**config.mk**
```make
export PLATFORM = sky130hd
export DESIGN_NAME = pixel_seq_ctrl_flat
export DESIGN_NICKNAME = d
export VERILOG_FILES = /design/src/rtl/pixel_seq_ctrl_if.sv /design/src/rtl/pixel_seq_ctrl.sv /design/src/flat_wrapper.sv
export SDC_FILE = /design/constraint.sdc
export NUM_CORES = 1
export LEC_CHECK = 0
export ABC_AREA = 1
export BUFFER_PORTS_ARGS = -buffer_cell sky130_fd_sc_hd__buf_2
export CAP_MARGIN = 10
export CORE_MARGIN = 2
export CORE_UTILIZATION = 30
export DETAILED_ROUTE_END_ITERATION = 7
export PLACE_DENSITY = 0.59
export SLEW_MARGIN = 20
export SYNTH_ARGS = -nofsm -noshare
export SYNTH_HDL_FRONTEND = slang
export SYNTH_SLANG_ARGS = --single-unit
```
**constraint.sdc**
```tcl
create_clock -name wb_clk_i -period 2 [get_ports wb_clk_i]
set_clock_uncertainty 0.1 [all_clocks]
set_input_delay 0.1 -clock wb_clk_i [delete_from_list [all_inputs] [get_ports wb_clk_i]]
set_output_delay 0.1 -clock wb_clk_i [all_outputs]
set_load 0.05 [all_outputs]
```
**src/rtl/pixel_seq_ctrl_if.sv**
```systemverilog
// Code readback handshake between the pixel sequencer (master) and the
// register block (slave): completed LBP code, status flags and acknowledge.
interface pixel_seq_ctrl_if #(
    parameter int NUM_PD = 12
) ();
    logic [NUM_PD-1:0] lbp_code_o;
    logic              code_valid_o;
    logic              code_pend_o;
    logic              overrun_o;
    logic              code_ack_i;

    modport master (
        output lbp_code_o, code_valid_o, code_pend_o, overrun_o,
        input  code_ack_i
    );

    modport slave (
        input  lbp_code_o, code_valid_o, code_pend_o, overrun_o,
        output code_ack_i
    );
endinterface

```
**src/rtl/pixel_seq_ctrl.sv**
```systemverilog
// Photodiode-array frame sequencer: reset, integrate, sample centre, compare each
// enabled neighbour. Optional macro PIXSEQ_CMP_SYNC_EN adds a 2-flop cmp_i synchroniser.
module pixel_seq_ctrl #(
    parameter int NUM_PD = 12,
    parameter int CNT_W  = 16,
    parameter int IDX_W  = $clog2(NUM_PD)
) (
    input  logic               wb_clk_i,
    input  logic               wb_rst_n_i,
    input  logic               start_i,
    input  logic               abort_i,
    input  logic               cont_i,
    input  logic [CNT_W-1:0]   t_rst_i,
    input  logic [CNT_W-1:0]   t_int_i,
    input  logic [CNT_W-1:0]   t_sh_i,
    input  logic [CNT_W-1:0]   t_cmp_i,
    input  logic [IDX_W-1:0]   center_i,
    input  logic [NUM_PD-1:0]  chan_mask_i,
    input  logic               cmp_i,
    output logic               sh_rst_o,
    output logic               sh_o,
    output logic               sh_cmp_o,
    output logic               sw1_o,
    output logic               sw2_o,
    output logic [NUM_PD-1:0]  pd_a_o,
    output logic [NUM_PD-1:0]  pd_b_o,
    output logic               busy_o,
    pixel_seq_ctrl_if.master   code_if
);

    typedef enum logic [2:0] {
        S_IDLE, S_RESET, S_INTEG, S_SAMPLE, S_SEL, S_LATCH, S_DONE
    } state_e;

`ifdef PIXSEQ_CMP_SYNC_EN
    localparam logic [CNT_W-1:0] LATCH_LOAD = CNT_W'(2);
    logic [1:0] cmp_sync_q;
    logic       cmp_s;
    assign cmp_s = cmp_sync_q[1];
`else
    localparam logic [CNT_W-1:0] LATCH_LOAD = '0;
    logic       cmp_s;
    assign cmp_s = cmp_i;
`endif

    // Phase counters load duration-1 so a zero duration still lasts one cycle.
    function automatic logic [CNT_W-1:0] dur(input logic [CNT_W-1:0] t);
        return (t == '0) ? '0 : t - CNT_W'(1);
    endfunction

    function automatic logic [NUM_PD-1:0] onehot(input logic [IDX_W-1:0] i);
        logic [NUM_PD-1:0] oh;
        for (int k = 0; k < NUM_PD; k++) oh[k] = (int'(i) == k);
        return oh;
    endfunction

    function automatic logic find_next(input logic [NUM_PD-1:0] m, input int from,
                                       output logic [IDX_W-1:0] idx);
        logic found;
        found = 1'b0;
        idx   = '0;
        for (int k = NUM_PD - 1; k >= 0; k--) begin
            if (m[k] && k >= from) begin
                found = 1'b1;
                idx   = IDX_W'(k);
            end
        end
        return found;
    endfunction

    state_e            state_q, state_d;
    logic [CNT_W-1:0]  cnt_q, cnt_d;
    logic [CNT_W-1:0]  t_rst_q, t_rst_d, t_int_q, t_int_d, t_sh_q, t_sh_d, t_cmp_q, t_cmp_d;
    logic              cont_q, cont_d;
    logic [IDX_W-1:0]  center_q, center_d, idx_q, idx_d;
    logic [NUM_PD-1:0] nbr_q, nbr_d, code_q, code_d;
    logic              sh_rst_q, sh_rst_d, sh_q, sh_d, sh_cmp_q, sh_cmp_d;
    logic              sw1_q, sw1_d, sw2_q, sw2_d, busy_q, busy_d;
    logic [NUM_PD-1:0] pd_a_q, pd_a_d, pd_b_q, pd_b_d, lbp_code_q, lbp_code_d;
    logic              code_valid_q, code_valid_d, code_pend_q, code_pend_d;
    logic              overrun_q, overrun_d;

    logic              phase_end, first_found, next_found;
    logic [IDX_W-1:0]  first_idx, next_idx, center_eff;

    always_comb begin
        // NOTE: every _d gets a default first so no path through the case infers a latch.
        state_d  = state_q;
        cnt_d    = (cnt_q == '0) ? cnt_q : cnt_q - CNT_W'(1);
        t_rst_d  = t_rst_q;
        t_int_d  = t_int_q;
        t_sh_d   = t_sh_q;
        t_cmp_d  = t_cmp_q;
        cont_d   = cont_q;
        center_d = center_q;
        nbr_d    = nbr_q;
        idx_d    = idx_q;
        code_d   = code_q;

        phase_end   = (cnt_q == '0);
        center_eff  = (32'(center_i) >= NUM_PD) ? '0 : center_i;
        first_found = find_next(nbr_q, 0, first_idx);
        next_found  = find_next(nbr_q, int'(idx_q) + 1, next_idx);

        unique case (state_q)
            S_IDLE: if (start_i && !abort_i) begin
                state_d  = S_RESET;
                cnt_d    = dur(t_rst_i);
                t_rst_d  = t_rst_i;
                t_int_d  = t_int_i;
                t_sh_d   = t_sh_i;
                t_cmp_d  = t_cmp_i;
                cont_d   = cont_i;
                center_d = center_eff;
                nbr_d    = chan_mask_i & ~onehot(center_eff);
                code_d   = '0;
            end
            S_RESET: if (phase_end) begin
                state_d = S_INTEG;
                cnt_d   = dur(t_int_q);
            end
            S_INTEG: if (phase_end) begin
                state_d = S_SAMPLE;
                cnt_d   = dur(t_sh_q);
            end
            S_SAMPLE: if (phase_end) begin
                state_d = first_found ? S_SEL : S_DONE;
                idx_d   = first_idx;
                cnt_d   = dur(t_cmp_q);
            end
            S_SEL: if (phase_end) begin
                state_d = S_LATCH;
                cnt_d   = LATCH_LOAD;
            end
            S_LATCH: if (phase_end) begin
                code_d[idx_q] = cmp_s;
                state_d       = next_found ? S_SEL : S_DONE;
                idx_d         = next_idx;
                cnt_d         = dur(t_cmp_q);
            end
            S_DONE: begin
                state_d = cont_q ? S_RESET : S_IDLE;
                cnt_d   = dur(t_rst_q);
                code_d  = '0;
            end
            default: state_d = S_IDLE;
        endcase

        if (abort_i && state_q != S_IDLE) state_d = S_IDLE;

        // Outputs decode the next state so they are registered alongside it.
        sh_rst_d     = (state_d == S_RESET);
        sh_d         = (state_d == S_SAMPLE);
        sw1_d        = (state_d == S_SAMPLE);
        sh_cmp_d     = (state_d == S_SEL);
        sw2_d        = (state_d == S_SEL) || (state_d == S_LATCH);
        busy_d       = (state_d != S_IDLE);
        code_valid_d = (state_d == S_DONE);
        pd_a_d       = '0;
        pd_b_d       = '0;
        if (state_d == S_RESET) pd_a_d = '1;
        if (state_d == S_SAMPLE || sw2_d) pd_a_d = onehot(center_d);
        if (sw2_d) pd_b_d = onehot(idx_d);

        lbp_code_d  = code_valid_d ? code_d : lbp_code_q;
        code_pend_d = code_pend_q;
        overrun_d   = overrun_q;
        if (code_valid_d) begin
            code_pend_d = 1'b1;
            overrun_d   = code_if.code_ack_i ? 1'b0 : (overrun_q | code_pend_q);
        end else if (code_if.code_ack_i) begin
            code_pend_d = 1'b0;
            overrun_d   = 1'b0;
        end
    end

    // NOTE: sequential state is assigned with <= so every flop samples pre-edge values.
    always_ff @(posedge wb_clk_i or negedge wb_rst_n_i) begin
        if (!wb_rst_n_i) begin
            state_q      <= S_IDLE;
            cnt_q        <= '0;
            t_rst_q      <= '0;
            t_int_q      <= '0;
            t_sh_q       <= '0;
            t_cmp_q      <= '0;
            cont_q       <= 1'b0;
            center_q     <= '0;
            nbr_q        <= '0;
            idx_q        <= '0;
            code_q       <= '0;
            sh_rst_q     <= 1'b0;
            sh_q         <= 1'b0;
            sh_cmp_q     <= 1'b0;
            sw1_q        <= 1'b0;
            sw2_q        <= 1'b0;
            busy_q       <= 1'b0;
            pd_a_q       <= '0;
            pd_b_q       <= '0;
            lbp_code_q   <= '0;
            code_valid_q <= 1'b0;
            code_pend_q  <= 1'b0;
            overrun_q    <= 1'b0;
`ifdef PIXSEQ_CMP_SYNC_EN
            cmp_sync_q   <= '0;
`endif
        end else begin
            state_q      <= state_d;
            cnt_q        <= cnt_d;
            t_rst_q      <= t_rst_d;
            t_int_q      <= t_int_d;
            t_sh_q       <= t_sh_d;
            t_cmp_q      <= t_cmp_d;
            cont_q       <= cont_d;
            center_q     <= center_d;
            nbr_q        <= nbr_d;
            idx_q        <= idx_d;
            code_q       <= code_d;
            sh_rst_q     <= sh_rst_d;
            sh_q         <= sh_d;
            sh_cmp_q     <= sh_cmp_d;
            sw1_q        <= sw1_d;
            sw2_q        <= sw2_d;
            busy_q       <= busy_d;
            pd_a_q       <= pd_a_d;
            pd_b_q       <= pd_b_d;
            lbp_code_q   <= lbp_code_d;
            code_valid_q <= code_valid_d;
            code_pend_q  <= code_pend_d;
            overrun_q    <= overrun_d;
`ifdef PIXSEQ_CMP_SYNC_EN
            cmp_sync_q   <= {cmp_sync_q[0], cmp_i};
`endif
        end
    end

    assign sh_rst_o             = sh_rst_q;
    assign sh_o                 = sh_q;
    assign sh_cmp_o             = sh_cmp_q;
    assign sw1_o                = sw1_q;
    assign sw2_o                = sw2_q;
    assign pd_a_o               = pd_a_q;
    assign pd_b_o               = pd_b_q;
    assign busy_o               = busy_q;
    assign code_if.lbp_code_o   = lbp_code_q;
    assign code_if.code_valid_o = code_valid_q;
    assign code_if.code_pend_o  = code_pend_q;
    assign code_if.overrun_o    = overrun_q;

endmodule

```
**src/flat_wrapper.sv**
```systemverilog
// flat-port wrapper written by rule: the top's interface ports become plain ports
module pixel_seq_ctrl_flat 
#(
    parameter int NUM_PD = 12,
    parameter int CNT_W  = 16,
    parameter int IDX_W  = $clog2(NUM_PD)
)
  (wb_clk_i, wb_rst_n_i, start_i, abort_i, cont_i, t_rst_i, t_int_i, t_sh_i, t_cmp_i, center_i, chan_mask_i, cmp_i, sh_rst_o, sh_o, sh_cmp_o, sw1_o, sw2_o, pd_a_o, pd_b_o, busy_o, code_if_lbp_code_o, code_if_code_valid_o, code_if_code_pend_o, code_if_overrun_o, code_if_code_ack_i);
  pixel_seq_ctrl_if #(.NUM_PD(NUM_PD)) code_if_i ();
  input  logic wb_clk_i;
  input  logic wb_rst_n_i;
  input  logic start_i;
  input  logic abort_i;
  input  logic cont_i;
  input  logic [CNT_W-1:0] t_rst_i;
  input  logic [CNT_W-1:0] t_int_i;
  input  logic [CNT_W-1:0] t_sh_i;
  input  logic [CNT_W-1:0] t_cmp_i;
  input  logic [IDX_W-1:0] center_i;
  input  logic [NUM_PD-1:0] chan_mask_i;
  input  logic cmp_i;
  output logic sh_rst_o;
  output logic sh_o;
  output logic sh_cmp_o;
  output logic sw1_o;
  output logic sw2_o;
  output logic [NUM_PD-1:0] pd_a_o;
  output logic [NUM_PD-1:0] pd_b_o;
  output logic busy_o;
  output wire logic [$bits(code_if_i.lbp_code_o)-1:0] code_if_lbp_code_o;
  output wire logic [$bits(code_if_i.code_valid_o)-1:0] code_if_code_valid_o;
  output wire logic [$bits(code_if_i.code_pend_o)-1:0] code_if_code_pend_o;
  output wire logic [$bits(code_if_i.overrun_o)-1:0] code_if_overrun_o;
  input wire logic [$bits(code_if_i.code_ack_i)-1:0] code_if_code_ack_i;
  assign code_if_lbp_code_o = code_if_i.lbp_code_o;
  assign code_if_code_valid_o = code_if_i.code_valid_o;
  assign code_if_code_pend_o = code_if_i.code_pend_o;
  assign code_if_overrun_o = code_if_i.overrun_o;
  assign code_if_i.code_ack_i = code_if_code_ack_i;
  pixel_seq_ctrl #(.NUM_PD(NUM_PD), .CNT_W(CNT_W), .IDX_W(IDX_W)) u_core (.wb_clk_i(wb_clk_i), .wb_rst_n_i(wb_rst_n_i), .start_i(start_i), .abort_i(abort_i), .cont_i(cont_i), .t_rst_i(t_rst_i), .t_int_i(t_int_i), .t_sh_i(t_sh_i), .t_cmp_i(t_cmp_i), .center_i(center_i), .chan_mask_i(chan_mask_i), .cmp_i(cmp_i), .sh_rst_o(sh_rst_o), .sh_o(sh_o), .sh_cmp_o(sh_cmp_o), .sw1_o(sw1_o), .sw2_o(sw2_o), .pd_a_o(pd_a_o), .pd_b_o(pd_b_o), .busy_o(busy_o), .code_if(code_if_i));
endmodule
```
==> flow_summary.ini, run 1 <==
[placed_design]
placed_cells_incl_taps = 2084
io_buffers = 131
dp_slack_ns = -0.434
place_congestion = 0.934
placed_area_um2 = 12800
hpwl_um = 24200

[clock_tree]
clkSinkCount = 160
cts_tree = built
cts_inserted_buffers = 17
cts_buffer_depth = 2
cts_root_buf = clkbuf_16
clk_latency_ns = 0.45
ctsHtreeMaxLevel = 4
clk_pin_slew_ns = 0.07

[synthesis]
syn_avg_cell_area_um2 = 7.35
netlist_area_um2 = 9660
yosys_warnings = 0
async_flop_share = 1.00
ys_seq_elements = 160
seq_area_frac_synth = 0.414
synth_edf_count = 0
synth_top_flop_cell = dfrtp_1
yosysUniqueCellTypes = 49
synth_fp_nets = 1423
syn_inst = 1315

[drt]
wl_per_cell_um = 15.5
highest_layer = met4
drc = 0
wl_met2_um = 17500
routed_wl_um = 35100
drt_iter0_markers = 691
vias_per_cell = 4.85
final_antenna_net_count = 0
drt-met1-wl_um = 15200
dr_wl_met3_um = 1450
via_count = 10986
firstDrtPassIters = 5

[grt]
grt_first_pass_wirelength_um = 54200
grt_overflow = 0
grt_usage = 0.204
antenna_found_initial = 0
grt_pass1_vias = 10726
grt_max_degree = 51

[worst_setup_path]
r2r-start = u_core.idx_q[0]
critPathKind = reg2reg
setup.worst_path.end_class = flop
startpoint = u_core.idx_q[0]
cp_top_family = simple AND/OR/NAND/NOR gates
crit_slowest_cell = dfrtp_2
start_kind = flop
crit_fanout = 5
arrival_ns = 2.63
critPathBufInv = 2
cp_slowest_stage_delay_ns = 0.48
crit_chain = ha_4 -> inv_2 -> nand2_4 -> nand3_1 -> nor2_1 -> nand2_1 -> nand2_2 -> buf_4 -> nor2_4 -> a21oi_4 -> a211oi_4 -> nor2_2 -> nand2_2 -> nor2_1
cp_data_required_time_ns = 2.24

[run]
drv_cap = 0

[timing]
hold_slack_ns = 0.0549
grt_setup_unrepaired = true
fin_tns_setup_ns = -16.69
max-slew-margin-rel = 0.489
fmax_ghz = 0.418
tightest_slew_ns = 0.760
setup_ws_ns = -0.391
setup_viol = 72
min_period_ns = 2.39
final_hold_viol_count = 0
period_share = 1.20
slew_violations = 0

[finish]
fin_area_um2 = 16200
area_delta_synth_final_pct = 68.1
diodes = 0
mostFrequentLayoutCells = 292 x buf_4, 286 x nand2_1, 154 x dfrtp_1
layout-drive-gt1-share = 0.419
fin_util = 0.513
fin_nets = 1960
final_common_cell = buf_4
fin_cells = 2267

[pwr]
p_leak_nw = 7.84
p_per_area_nw_per_um2 = 1230
peakVddDrop_uv = 749
total_power_mw = 19.9

[hold_path]
hold_path.class = in2async

[outcome]
violations = negative setup slack
status = complete, but fails checks

[floorplanning]
fp.coreArea_um2 = 31600
die_y_um = 183
rows = 65
initial_core_util = 0.305
ios = 132
die_area_um2 = 33700
die_w_um = 183
-- power breakdown --
group | leakage, nW | internal [mW] | switching, mW
clock | 0.309 | 2.16 | 1.44
sequential | 2.05 | 4.37 | 0.875
combinational | 5.48 | 4.86 | 6.22
total | 7.84 | 11.4 | 8.53
-- cell families after synthesis --
| family | share of synthesized area |
|---|---|
| simple gates | 0.286 |
| compound gates | 0.138 |
| buf+inv | 0.0882 |
| flops | 0.414 |
| xor+xnor | 0.0462 |
| fa+ha+maj | 0.0272 |
-- repair_timing --
item / CTS / global route
gates cloned: 1 / 0
hold buffers: 81 / 0
setup buffers: 37 / 37
endpoints found under the hold margin: 239 / 0
pin swaps: 44 / 66
resized for setup: 164 / 225
endpoints found under the setup margin: 79 / 106
-- synthesized netlist by cell type (all sizes together) (14+ instances only) --
cell      n  area share
dfrtp   160        0.41
nor3     24       0.013
inv     184       0.071
xor2     39       0.035
nand3    86       0.049
nor2    148       0.061
nand4    20       0.015
nand2   342        0.14
a21oi    38       0.020
o311ai   15       0.014
ha       21       0.027
o21ai   132       0.068
buf      14      0.0096
clkbuf   17      0.0066
-- registers in the layout, summed over array words and instances, names as in the netlist, 3 cells and up --
register / flops
u_core.pd_a_o: 12
u_core.code_if.lbp_code_o: 12
u_core.t_sh_q: 16
u_core.nbr_q: 12
u_core.center_q: 4
u_core.t_int_q: 16
u_core.t_rst_q: 16
u_core.cnt_q: 16
u_core.code_q: 12
u_core.pd_b_o: 12
u_core.state_q: 3
u_core.t_cmp_q: 16
u_core.idx_q: 4
-- final timing paths --
path | slack [ns] | cells past startpoint | to
setup / recovery | -0.39 | 14 | u_core.pd_b_o[3]
hold / removal | 0.05 | 2 | u_core.pd_b_o[0]
setup reg to reg | -0.39 | 14 | u_core.pd_b_o[3]
hold reg to reg | 0.37 | 2 | u_core.code_if.lbp_code_o[4]
max in group asynchronous | 1.07 | 3 | u_core.t_rst_q[9]
min in group wb_clk_i | 0.11 | 4 | u_core.center_q[2]
-- final cells by class --
type | instances | area, um^2
timing repair buffer | 548 | 4230
clock buffer | 20 | 457
timing repair inverter | 1 | 16.3
inverter | 185 | 719
tap | 402 | 503
multi-input combinational | 939 | 6120
fill | 2870 | 15400
sequential | 160 | 4010
clock inverter | 12 | 179
-- metal layers --
metal,track usage,up-vias
li1,-,5357
met4,0.0627,0
met1,0.268,5227
met5,0,-
met3,0.0275,69
met2,0.349,333
(Power assumes the default switching activity.)
==> inputs of run 2 (changes only) <==
ABC_AREA = 0   (was 1)
==> run 2 against run 1 <==
  * The run still ends with negative setup slack left
  * First-iteration DRC count shrank 35%
  * Sequential share of layout area grew 0.41 points
  * Via count shrank 10%
  * Flip-flop and latch count is the same
  * Core utilization shrank 0.47 points
  * Critical endpoint is now u_core.cnt_q[4]
  * Largest power group unchanged
==> flow_summary.ini, run 2 <==
[clock_tree]
clk_pin_slew_ns = 0.07
cts_buffer_depth = 2
ctsHtreeMaxLevel = 4
cts_tree = built
clkSinkCount = 160
cts_inserted_buffers = 17
cts_root_buf = clkbuf_16
clk_latency_ns = 0.45

[floorplanning]
die_w_um = 182
rows = 65
fp.coreArea_um2 = 31400
ios = 132
initial_core_util = 0.304
die_y_um = 182
die_area_um2 = 33200

[timing]
period_share = 1.37
hold_slack_ns = 0.0186
final_hold_viol_count = 0
min_period_ns = 2.74
slew_violations = 0
grt_setup_unrepaired = true
fin_tns_setup_ns = -37.40
tightest_slew_ns = 0.548
fmax_ghz = 0.365
setup_ws_ns = -0.741
max-slew-margin-rel = 0.629
setup_viol = 73

[pwr]
peakVddDrop_uv = 687
p_leak_nw = 7.08
p_per_area_nw_per_um2 = 1210
total_power_mw = 19.3

[worst_setup_path]
setup.worst_path.end_class = flop
crit_slowest_cell = or4_4
cp_slowest_stage_delay_ns = 0.54
critPathKind = reg2reg
cp_top_family = simple AND/OR/NAND/NOR gates
crit_fanout = 2
arrival_ns = 2.98
start_kind = flop
critPathBufInv = 0
cp_data_required_time_ns = 2.24
crit_chain = or4_4 -> or4b_4 -> o21ai_4 -> o22ai_2 -> a211o_1 -> or3_1 -> a221o_1

[grt]
grt_max_degree = 66
grt_first_pass_wirelength_um = 51600
grt_pass1_vias = 10122
grt_overflow = 0
grt_usage = 0.196
antenna_found_initial = 0

[placed_design]
hpwl_um = 23700
place_congestion = 0.921
placed_cells_incl_taps = 1794
dp_slack_ns = -0.821
io_buffers = 131
placed_area_um2 = 13000

[finish]
area_delta_synth_final_pct = 67.5
register_area_um2 = 4010
multi_input_area_um2 = 6230
fin_util = 0.509
fin_cells = 1952
final_common_cell = buf_4
fin_nets = 1644
mostFrequentLayoutCells = 282 x buf_4, 156 x dfrtp_1, 131 x buf_2
nFillCells = 2800
fin_area_um2 = 16000
layout-drive-gt1-share = 0.466

[run]
drv_cap = 0

[hold_path]
hold_path.class = in2async

[synthesis]
synth_edf_count = 0
synthAdderAreaFrac = 0.0276
synth_top_area_frac = 0.420
seq_area_frac_synth = 0.420
synth_most_common_cell = dfrtp_1
synthXorXnorAreaFrac = 0.0717
syn_avg_cell_area_um2 = 9.43
synthTopCellsByArea = dfrtp_1 42%, mux2_2 8.9%, xnor2_1 4.3%
synthMuxAreaShare = 0.0928
ys_seq_elements = 160
syn_inst = 1011
async_flop_share = 1.00
yosys.area_share.simple = 0.191
yosysUniqueCellTypes = 73
synth_top_family_by_area = simple AND/OR/NAND/NOR gates
synth_top_flop_cell = dfrtp_1
synth_fp_nets = 1119
netlist_area_um2 = 9530
synth_top_area_cell = dfrtp_1
yosys_warnings = 0
synth_compound_area_frac = 0.162
synthTopCellsByCount = 160 x dfrtp_1, 92 x nand2_1, 75 x mux2_2

[drt]
via_count = 9856
drt_iter0_markers = 447
wl_per_cell_um = 16.9
wl_met2_um = 17000
drt-met1-wl_um = 13700
final_antenna_net_count = 0
vias_per_cell = 5.05
dr_wl_met3_um = 1220
routed_wl_um = 33000
highest_layer = met4
drc = 0
firstDrtPassIters = 5

[outcome]
violations = negative setup slack
status = complete, but fails checks
-- run 2: final timing paths --
check | to | cells after the start | slack (ns) | start
max reg2reg | u_core.cnt_q[4] | 7 | -0.74 | u_core.t_int_q[10]
max | u_core.cnt_q[4] | 7 | -0.74 | u_core.t_int_q[10]
min reg2reg | u_core.code_if.lbp_code_o[1] | 1 | 0.40 | u_core.code_if.lbp_code_o[1]
min | u_core.pd_b_o[9] | 2 | 0.02 | wb_rst_n_i
max in group asynchronous | u_core.t_sh_q[11] | 3 | 1.10 | wb_rst_n_i
min in group wb_clk_i | u_core.nbr_q[6] | 5 | 0.05 | center_i[0]
-- run 2: cell families after synthesis --
family / after synthesis
AOI/OAI and AO/OA: 234
xor gates and xnor gates: 78
adders and majority gates: 21
buffers and inverters: 86
DFF: 160
muxes: 79
and+or+nand+nor: 353
-- run 2: area by class of cell --
cell class	instances	share of cell area
Tap cell	402	0.0315
Antenna cell	1	0.000157
Timing Repair Buffer	551	0.277
Clock buffer	20	0.0280
Sequential cell	160	0.251
Clock inverter	12	0.0115
Inverter	41	0.0106
Multi-Input combinational cell	765	0.390
-- run 2: power by group --
group | total (mW) | internal [mW] | switching (mW) | leakage (nW)
clock network | 3.55 | 2.13 | 1.42 | 0.301
registers | 5.17 | 4.38 | 0.793 | 2.02
logic | 10.5 | 5.27 | 5.27 | 4.76
total | 19.3 | 11.8 | 7.48 | 7.08
-- run 2: repair_timing --
item / 4_1_cts / 5_1_grt
resized for setup: 108 / 123
pin swaps: 15 / 48
setup endpoints to repair: 118 / 135
buffers inserted: 22 / 29
cloned: 2 / 2
hold buffers: 83 / 0
endpoints found under the hold margin: 246 / 0
-- run 2: routing by layer --
layer  GRT usage  vias up
met5           0        -
met4      0.0858        0
met3      0.0337       60
met2       0.350      248
met1       0.232     4793
li1            -     4755
